==> config.mk <==
export PLATFORM = sky130hd
export DESIGN_NAME = ip_disp_sampler
export DESIGN_NICKNAME = d
export VERILOG_FILES = /design/src/rtl/ip_disp_sampler.sv
export SDC_FILE = /design/constraint.sdc
export NUM_CORES = 1
export LEC_CHECK = 0
export ABC_AREA = 1
export CAP_MARGIN = 10
export CELL_PAD_IN_SITES_DETAIL_PLACEMENT = 1
export CELL_PAD_IN_SITES_GLOBAL_PLACEMENT = 1
export CORE_AREA = 4 4 96 98
export DETAILED_ROUTE_END_ITERATION = 7
export DIE_AREA = 0 0 100 102
export GPL_TIMING_DRIVEN = 0
export PLACE_DENSITY = 0.82
export SYNTH_ARGS = -nofsm -noshare
export SYNTH_HDL_FRONTEND = slang
export SYNTH_SLANG_ARGS = --single-unit
==> constraint.sdc <==
create_clock -name clk -period 2.7 [get_ports clk]
set_clock_uncertainty 0.1 [all_clocks]
set_input_delay 0.27 -clock clk [delete_from_list [all_inputs] [get_ports clk]]
set_output_delay 0.27 -clock clk [all_outputs]
set_load 0.03 [all_outputs]
==> src/rtl/ip_disp_sampler.sv <==
// Sample-and-hold stage ahead of the hex display: tracks the instruction pointer live,
// down-samples it in turbo mode, and holds it while the debounced freeze toggle is set.
`timescale 1ns/1ps
module ip_disp_sampler #(
    parameter int SAMPLE_DIV      = 2_500_000,
    parameter int DEBOUNCE_CYCLES = 500_000
) (
    input  logic       clk,
    input  logic       reset_n,
    input  logic [7:0] ip_in,
    input  logic       ip_valid,
    input  logic       turbo_mode,
    input  logic       freeze_btn,
    output logic [7:0] data_out,
    output logic       turbo_out,
    output logic       frozen,
    output logic       update_pulse
);
    localparam int DIV_W = (SAMPLE_DIV > 1) ? $clog2(SAMPLE_DIV) : 1;
    localparam int DB_W  = (DEBOUNCE_CYCLES > 1) ? $clog2(DEBOUNCE_CYCLES) : 1;
    localparam logic [DIV_W-1:0] DIV_LAST = DIV_W'(SAMPLE_DIV - 1);
    localparam logic [DB_W-1:0]  DB_LAST  = DB_W'(DEBOUNCE_CYCLES - 1);

    typedef enum logic [1:0] {
        LIVE   = 2'd0,
        TURBO  = 2'd1,
        FROZEN = 2'd2
    } state_t;

    state_t     state_q, state_d;
    logic       turbo_meta_q, turbo_meta_d;
    logic       turbo_sync_q, turbo_sync_d;
    logic       turbo_out_q, turbo_out_d;
    logic       btn_meta_q, btn_meta_d;
    logic       btn_sync_q, btn_sync_d;
    logic       db_level_q, db_level_d;
    logic       db_prev_q, db_prev_d;
    logic [DB_W-1:0]  db_cnt_q, db_cnt_d;
    logic       frozen_q, frozen_d;
    logic       was_frozen_q, was_frozen_d;
    logic [7:0] shadow_q, shadow_d;
    logic [DIV_W-1:0] div_q, div_d;
    logic [7:0] data_q, data_d;
    logic       update_q, update_d;
    logic       load_en;
    logic [7:0] load_val;

    always_ff @(posedge clk or negedge reset_n) begin
        if (!reset_n) begin
            state_q      <= LIVE;
            turbo_meta_q <= 1'b0;
            turbo_sync_q <= 1'b0;
            turbo_out_q  <= 1'b0;
            btn_meta_q   <= 1'b0;
            btn_sync_q   <= 1'b0;
            db_level_q   <= 1'b0;
            db_prev_q    <= 1'b0;
            db_cnt_q     <= '0;
            frozen_q     <= 1'b0;
            was_frozen_q <= 1'b0;
            shadow_q     <= 8'h00;
            div_q        <= '0;
            data_q       <= 8'h00;
            update_q     <= 1'b0;
        end else begin
            state_q      <= state_d;
            turbo_meta_q <= turbo_meta_d;
            turbo_sync_q <= turbo_sync_d;
            turbo_out_q  <= turbo_out_d;
            btn_meta_q   <= btn_meta_d;
            btn_sync_q   <= btn_sync_d;
            db_level_q   <= db_level_d;
            db_prev_q    <= db_prev_d;
            db_cnt_q     <= db_cnt_d;
            frozen_q     <= frozen_d;
            was_frozen_q <= was_frozen_d;
            shadow_q     <= shadow_d;
            div_q        <= div_d;
            data_q       <= data_d;
            update_q     <= update_d;
        end
    end

    // Synchronisers, button debounce and the freeze toggle.
    always_comb begin
        turbo_meta_d = turbo_mode;
        turbo_sync_d = turbo_meta_q;
        turbo_out_d  = turbo_sync_q;
        btn_meta_d   = freeze_btn;
        btn_sync_d   = btn_meta_q;
        db_level_d   = db_level_q;
        db_cnt_d     = '0;
        if (btn_sync_q != db_level_q) begin
            if (db_cnt_q == DB_LAST) begin
                db_level_d = btn_sync_q;
            end else begin
                db_cnt_d = db_cnt_q + 1'b1;
            end
        end
        db_prev_d = db_level_q;
        frozen_d  = frozen_q ^ (db_level_q & ~db_prev_q);
    end

    // State machine and output register; loads are suppressed whenever the next state is FROZEN,
    // so a strobe coinciding with the freeze toggle only reaches the shadow.
    always_comb begin
        state_d = LIVE;
        if (frozen_d) begin
            state_d = FROZEN;
        end else if (turbo_sync_q) begin
            state_d = TURBO;
        end
        was_frozen_d = (state_q == FROZEN);
        shadow_d     = ip_valid ? ip_in : shadow_q;

        div_d = '0;
        if (state_q == TURBO && state_d == TURBO) begin
            div_d = (div_q == DIV_LAST) ? '0 : div_q + 1'b1;
        end

        load_en  = 1'b0;
        load_val = ip_valid ? ip_in : shadow_q;
        if (state_d != FROZEN) begin
            case (state_q)
                LIVE:    load_en = ip_valid | was_frozen_q;
                TURBO:   load_en = was_frozen_q | (div_q == DIV_LAST);
                default: load_en = 1'b0;
            endcase
        end
        data_d   = load_en ? load_val : data_q;
        update_d = load_en;
    end

    assign data_out     = data_q;
    assign turbo_out    = turbo_out_q;
    assign frozen       = frozen_q;
    assign update_pulse = update_q;

endmodule

==> flow_summary.toml, run 1 <==
[floorplanning]
rows = 34
die_y_um = 102
boundaryPins = 24
core_mm2 = 0.00847
die_area_mm2 = 0.0102
die-width_um = 100
initial_core_util = 0.383

[timing]
setup_violations = 0
rsz0062_at_grt = "no"
period_share = 0.671
drv_slew = 0
tightest_slew_ns = 0.864
fin_crit_ns = 1.81
timing.fmax_mhz = 552
slew_headroom = 0.424
hold_viol = 0

[clock_tree]
postCtsSetupRepairBufs = 0
cts_tree = "yes"
cts_buffers = 9
clock_sinks = 68
cts-root-buf = "clkbuf_8"
clk_pin_slew_ns = 0.09
insertion_delay_ns = 0.35
clk_path_buf_depth = 2
cts_htree_levels = 3

[synth]
synth_fp_nets = 392
synth.area.top_cells = "dfrtp_1 (52%), nor2_1 (10%), nand2_1 (8.8%)"
yosysUniqueCellTypes = 28
ys.flop_type = "dfrtp_1"
synth-edff-count = 0
synth_top_area_frac = 0.524
async_reset_ff_frac = 1.00
ys_seq_area_frac = 0.524
yosysWarnings = 0
syn_avg_cell_area_um2 = 8.61
ys_top_cells_by_count = "nor2_1 (87), nand2_1 (76), dfrtp_1 (68)"
synth.cell_area_mm2 = 0.00325
ys_ff_latch = 68
yosysMostFrequentCell = "nor2_1"
yosysTopAreaCell = "dfrtp_1"
synth_cells = 377

[min_path]
hold_path.class = "in -> reg"
min_path_cells = 1

[global_route]
grt_max_degree = 69
overflow = 0
gr-max-usage-layer = "met2"
grtUsageTotal = 0.164
antenna_found_initial = 0
grt_use_met2 = 0.292
grt_pass1_wl_um = 13100
use_met3 = 0.0478
grtUsageMet1 = 0.192
grt_pass1_vias = 2790

[worst_setup_path]
crit_arrival_ns = 1.95
crit_path_end_kind = "register"
rr_worst_depth = 10
required_ns = 2.84
path_max_fanout = 9
worst-setup-path-type = "reg -> reg"
start_kind = "register"

[route]
first_pass_iters = 4
vias = 2556
wl_per_cell_um = 14.6
drtIter0Drc = 71
via_per_inst = 4.88
ant_nets = 0
drc = 0
finalWirelength_um = 7630

[placement]
postPlaceCellArea_mm2 = 0.00360
gp_congestion = 0.804
place_inst = 507
io_buffers = 22
dpl.hpwl_um = 5490

[power_and_ir_drop]
peakVddDrop_mv = 0.312
power.density_mw_per_mm2 = 562
p_leak_nw = 1.64
p_total_mw = 2.14

[layout]
drive_gt1_frac = 0.123
area_delta_synth_final_pct = 17.5
design_area_mm2 = 0.00381
fin_cells = 524
diodes = 0
nFillCells = 1012
num-nets-final = 426

[outcome]
status = "complete, no violations"

[job]
max-cap-violations = 0
## metrics by stage
| step | hold slack (ns) | setup WS (ns) | TNS (ns) | utilization |
|---|---|---|---|---|
| 5_1_grt | 0.224 | 0.756 | 0 | 0.450 |
| 3_3_place_gp | 0.235 | -1.04 | -70.23 | 0.425 |
| 3_5_place_dp | 0.250 | 0.906 | 0 | 0.425 |
| 2_1_floorplan | -0.126 | 1.14 | 0 | - |
| 4_1_cts | 0.236 | 0.858 | 0 | 0.450 |
| 6_report | 0.252 | 0.889 | 0 | 0.450 |
## cells by family after synthesis
kind of cell | synth area share
multiplexers | 0.0278
AO/OA/AOI/OAI | 0.0193
buffers and inverters | 0.0474
flip-flops | 0.524
adder cells (fa/ha/maj) | 0.00771
XOR/XNOR | 0.0621
AND/OR/NAND/NOR | 0.311
## critical path, stage by stage, from the launching register on
cell      delay, ns
dfrtp_1        0.40
ha_1           0.29
nand3_4        0.14
clkinv_2       0.11
nand2_2        0.07
nor2_4         0.10
nand3_2        0.09
nand2_4        0.14
nand2_4        0.12
nand2_1        0.10
nand2_1        0.06
## sequential cells by signal, indices dropped and copies added, names as in the netlist
| register | count |
|---|---|
| turbo_out_d | 1 |
| shadow_q | 8 |
| update_pulse | 1 |
| btn_sync_q | 1 |
| db_prev_q | 1 |
| btn_meta_q | 1 |
| div_q | 22 |
| turbo_meta_q | 1 |
| data_out | 8 |
| was_frozen_q | 1 |
| frozen | 1 |
| db_level_q | 1 |
| turbo_out | 1 |
| state_q | 1 |
| db_cnt_q | 19 |
## path summary, 6_finish.rpt
path / startpoint / to / slack, ns
worst max-delay path: div_q[0] / data_out[4] / 0.89
worst min-delay path: freeze_btn / btn_meta_q / 0.25
worst max register to register: div_q[0] / data_out[4] / 0.89
worst min register to register: btn_meta_q / btn_sync_q / 0.27
max in group asynchronous: reset_n / shadow_q[0] / 1.47
min in group asynchronous: reset_n / div_q[16] / 0.46
## repair_timing
| action | in CTS | in global routing |
|---|---|---|
| hold buffers | 1 | 0 |
| endpoints found under the hold margin | 68 | 0 |
| gates resized for setup | 0 | 0 |
## cells in the final DEF (no fill, tap or decap), types with 2 or more instances in the layout
master | netlist | final
ha_1 | 2 | 2
nor2_4 | 2 | 2
a21oi_1 | 10 | 10
nand2_4 | 2 | 2
nand3_1 | 30 | 30
nor2_2 | 3 | 3
mux2_2 | 8 | 8
nand3_2 | 4 | 4
nor2_1 | 87 | 87
inv_6 | 0 | 4
dfrtp_1 | 68 | 68
clkbuf_8 | 0 | 9
buf_2 | 2 | 2
xor2_1 | 18 | 18
clkdlybuf4s50_1 | 0 | 21
nand2_1 | 76 | 76
inv_1 | 31 | 31
nand2_2 | 3 | 3
inv_2 | 6 | 6
nand4_1 | 5 | 5
clkinvlp_4 | 0 | 2
xnor2_1 | 5 | 5
nor3_1 | 6 | 6
## routing by layer
metal  vias up  wire [um]
met3        13        195
li1       1255          -
met4         0        121
met2        27       4020
met5         -          0
met1      1261       3290
## report_power, final
part / internal (mW) / switching [mW]
combinational: 0.0751 / 0.119
clock: 0.439 / 0.432
sequential: 1.06 / 0.0200
total: 1.57 / 0.570
## final cells by class
class | instances | area, um2 | share of cell area
plain buffers | 2 | 10.0 | 0.00263
clock buffers | 9 | 124 | 0.0325
clock inverters | 7 | 80.1 | 0.0210
inverters | 38 | 144 | 0.0377
multi-input cells | 269 | 1390 | 0.365
flip-flops and latches | 68 | 1700 | 0.446
well taps | 108 | 135 | 0.0354
repair buffers | 23 | 228 | 0.0597
(Power assumes the default switching activity.)
==> run 2: changes to the inputs <==
==> constraint.sdc (replaced) <==
create_clock -name clk -period 1.8 [get_ports clk]
set_clock_uncertainty 0.1 [all_clocks]
set_input_delay 0.18 -clock clk [delete_from_list [all_inputs] [get_ports clk]]
set_output_delay 0.18 -clock clk [all_outputs]
set_load 0.03 [all_outputs]
==> flow_summary.toml, run 2 (synthesized netlist as in run 1, its figures left out) <==
[outcome]
status = "complete, no violations"

[floorplanning]
boundaryPins = 24
die-width_um = 100
core_mm2 = 0.00847
die_area_mm2 = 0.0102
rows = 34
initial_core_util = 0.383
die_y_um = 102

[timing]
rsz0062_at_grt = "yes"
setup_violations = 0
slew_headroom = 0.429
period_share = 0.964
drv_slew = 0
tightest_slew_ns = 0.857
setup-tns-final_ns = 0
fin_crit_ns = 1.74
timing.fmax_mhz = 576
hold_viol = 0

[global_route]
grt_pass1_wl_um = 13100
grt_max_degree = 69
grtUsageTotal = 0.164
antenna_found_initial = 0
grt_pass1_vias = 2790
overflow = 0

[power_and_ir_drop]
power.density_mw_per_mm2 = 830
p_leak_nw = 1.66
p_total_mw = 3.23
peakVddDrop_mv = 0.466

[layout]
layout_common_cells = "nor2_1 (87), nand2_1 (76), dfrtp_1 (67)"
fin_cells = 528
final_common_cell = "nor2_1"
area_delta_synth_final_pct = 19.7
largest_reg_flops = 22
diodes = 0
num-nets-final = 430
nFillCells = 1008
biggestRegsByFlops = "div_q: 22 flops, db_cnt_q: 19 flops"
post-route-util = 0.459
drive_gt1_frac = 0.136
top_register = "div_q"

[clock_tree]
cts_htree_levels = 3
insertion_delay_ns = 0.35
clk_pin_slew_ns = 0.08
cts_buffers = 9
clock_sinks = 68
cts-root-buf = "clkbuf_8"
clk_path_buf_depth = 2
cts_tree = "yes"

[worst_setup_path]
path_max_fanout = 5
worst-setup-path-type = "reg -> reg"
slowest_stage = "dfrtp_1"
cp.buffers_inverters = 1
path_delay_family = "simple AND/OR/NAND/NOR gates"
required_ns = 1.94
start_kind = "register"
crit_path_end_kind = "register"
path_cells = "ha_1 -> nand2_1 -> nor2_4 -> nand3_1 -> nand2_4 -> inv_1 -> o21ai_0 -> nor2_1"
crit_arrival_ns = 1.88
critPathMaxStageDelay_ns = 0.38

[placement]
io_buffers = 22
place_inst = 507
dpl.hpwl_um = 5490
gp_congestion = 0.804

[route]
wl_per_cell_um = 14.6
vias = 2560
drc = 0
finalWirelength_um = 7710
drtIter0Drc = 59
ant_nets = 0
via_per_inst = 4.85
first_pass_iters = 4

[job]
max-cap-violations = 0

[min_path]
hold_path.class = "in -> reg"
## run 2: where the power goes
part | total [mW] | internal [mW] | switching (mW)
Clock | 1.31 | 0.659 | 0.649
Combinational | 0.302 | 0.122 | 0.180
Sequential | 1.62 | 1.59 | 0.0309
## run 2: through the flow
stage               area (um2)  worst slack (ns)  hold WS, ns
floorplan                 3250             0.242       -0.216
global placement          3600             -1.85        0.235
detailed placement        3600           0.00561        0.248
CTS                       3810           0.00290        0.146
global route              3890           -0.0600        0.134
finish                    3890            0.0639        0.163
## run 2: area by class of cell
cell class	instances	area (um2)	area share
buffer	2	10.0	0.00258
tap	108	135	0.0348
clock inverter	7	80.1	0.0206
inverter	38	144	0.0370
clock buffer	9	124	0.0319
timing repair buffer	27	270	0.0695
multi-input combinational	269	1420	0.365
sequential	68	1700	0.438
## run 2: timing repair
action	4_1_cts	5_1_grt
gates cloned	0	0
endpoints found under the hold margin	68	0
setup buffers	0	4
setup endpoints to repair	6	15
pin swaps	0	1
resized for setup	1	5
hold buffers	1	0
## run 2: path summary, 6_finish.rpt
| kind | startpoint | endpoint | slack, ns | cells past startpoint |
|---|---|---|---|---|
| max | db_cnt_q[0] | db_cnt_q[13] | 0.06 | 8 |
| min | freeze_btn | btn_meta_q | 0.16 | 1 |
| max reg2reg | db_cnt_q[0] | db_cnt_q[13] | 0.06 | 8 |
| min reg2reg | btn_meta_q | btn_sync_q | 0.27 | 0 |
| max in group asynchronous | reset_n | div_q[0] | 0.63 | 2 |
| min in group asynchronous | reset_n | div_q[16] | 0.37 | 2 |
## run 2: metal layers
metal | track usage | routed length (um) | vias to the layer above
met1 | 0.192 | 3310 | 1258
met4 | 0.0518 | 107 | 0
met2 | 0.292 | 4100 | 25
met5 | 0 | 0 | -
met3 | 0.0478 | 188 | 11
li1 | - | - | 1266
==> run 3: changes to the inputs <==
--- a/config.mk
+++ b/config.mk
@@ -14,6 +14,7 @@
 export DIE_AREA = 0 0 100 102
 export GPL_TIMING_DRIVEN = 0
 export PLACE_DENSITY = 0.82
+export SLEW_MARGIN = 20
 export SYNTH_ARGS = -nofsm -noshare
 export SYNTH_HDL_FRONTEND = slang
 export SYNTH_SLANG_ARGS = --single-unit
==> flow_summary.toml, run 3 (synthesized netlist as in run 1, its figures left out) <==
[clock_tree]
clk_pin_slew_ns = 0.08
cts_tree = "yes"
clk_path_buf_depth = 2
insertion_delay_ns = 0.36
cts_buffers = 9
cts_htree_levels = 3
clock_sinks = 68
cts-root-buf = "clkbuf_8"

[layout]
nFillCells = 1014
num-nets-final = 439
fin_cells = 537
layout_common_cells = "nor2_1 (87), nand2_1 (76), dfrtp_1 (68)"
seq_area_mm2 = 0.00170
final_common_cell = "nor2_1"
drive_gt1_frac = 0.154
post-route-util = 0.468
biggestRegsByFlops = "div_q: 22 flops, db_cnt_q: 19 flops"
largest_reg_flops = 22
multiInputGateArea_mm2 = 0.00142
diodes = 0
area_delta_synth_final_pct = 22.1
top_register = "div_q"

[timing]
slew_headroom = 0.765
setup_violations = 0
period_share = 0.960
timing.fmax_mhz = 579
tightest_slew_ns = 0.351
hold_viol = 0
drv_slew = 0
fin_crit_ns = 1.73

[floorplanning]
boundaryPins = 24
core_mm2 = 0.00847
die-width_um = 100
die_y_um = 102
initial_core_util = 0.383
die_area_mm2 = 0.0102
rows = 34

[job]
max-cap-violations = 0

[power_and_ir_drop]
power.density_mw_per_mm2 = 820
p_total_mw = 3.25
peakVddDrop_mv = 0.467
p_leak_nw = 1.71

[worst_setup_path]
crit_path_end_kind = "register"
start_kind = "register"
r2r-start = "db_cnt_q[0]"
required_ns = 1.94
worstSetupStartpoint = "db_cnt_q[0]"
worst-setup-path-type = "reg -> reg"
crit_arrival_ns = 1.87
path_max_fanout = 5

[global_route]
grt_pass1_vias = 2843
grt_max_degree = 55
grtUsageTotal = 0.164
overflow = 0
antenna_found_initial = 0
grt_pass1_wl_um = 13100

[route]
finalWirelength_um = 8040
first_pass_iters = 4
vias = 2621
wl_per_cell_um = 15.0
drtIter0Drc = 72
drc = 0
via_per_inst = 4.88
ant_nets = 0

[placement]
io_buffers = 22
gp_congestion = 0.804
place_inst = 508
dpl.hpwl_um = 5620

[outcome]
status = "complete, no violations"

[min_path]
hold_path.class = "in -> async"
-- run 3: cell type report --
cell class,instances,share of cell area
multi-input cells,269,0.359
plain buffers,2,0.00253
well taps,108,0.0341
repair buffers,36,0.0871
flip-flops and latches,68,0.429
clock buffers,9,0.0313
inverters,38,0.0363
clock inverters,7,0.0205
-- run 3: final timing paths --
path                       depth (start not counted)  slack, ns      endpoint
max reg2reg                                        8       0.07  db_cnt_q[13]
min in group clk                                   1       0.16    btn_meta_q
min reg2reg                                        0       0.26   turbo_out_d
max                                                8       0.07  db_cnt_q[13]
min                                                2       0.12      div_q[9]
max in group asynchronous                          3       0.94     div_q[19]
-- run 3: routing by layer --
| metal | GRT usage | vias up | wire, um |
|---|---|---|---|
| li1 | - | 1280 | - |
| met1 | 0.193 | 1299 | 3440 |
| met2 | 0.288 | 26 | 4240 |
| met3 | 0.0355 | 16 | 163 |
| met4 | 0.0777 | 0 | 198 |
| met5 | 0 | - | 0 |
-- run 3: critical path, stage by stage (launching register included) --
cell,delay [ns]
dfrtp_1,0.40
ha_2,0.22
nand2_1,0.12
nor2_4,0.20
nand3_1,0.19
nand2_4,0.15
inv_1,0.08
o21ai_0,0.09
nor2_1,0.06
-- run 3: repair_timing --
item | CTS | global route
gates resized for setup | 1 | 5
setup endpoints to repair | 5 | 16
setup buffers | 0 | 12
pin swaps | 0 | 3
cloned | 0 | 0
endpoints found under the hold margin | 68 | 0
hold buffers | 1 | 0
-- run 3: stage by stage --
stage	worst slack [ns]	setup TNS (ns)	hold slack [ns]	cell area [um2]
floorplan	0.242	0	-0.216	3250
global placement	-1.85	-125.31	0.235	3600
detailed placement	-0.00455	-0.00455	-0.0439	3630
CTS	0.00286	0	0.109	3840
global route	-0.0598	-0.106	0.122	3960
finish	0.0714	0	0.119	3960
-- run 3: power breakdown --
group	switching, mW	internal [mW]	total, mW
Sequential	0.0312	1.59	1.62
Combinational	0.186	0.134	0.320
Clock	0.654	0.658	1.31
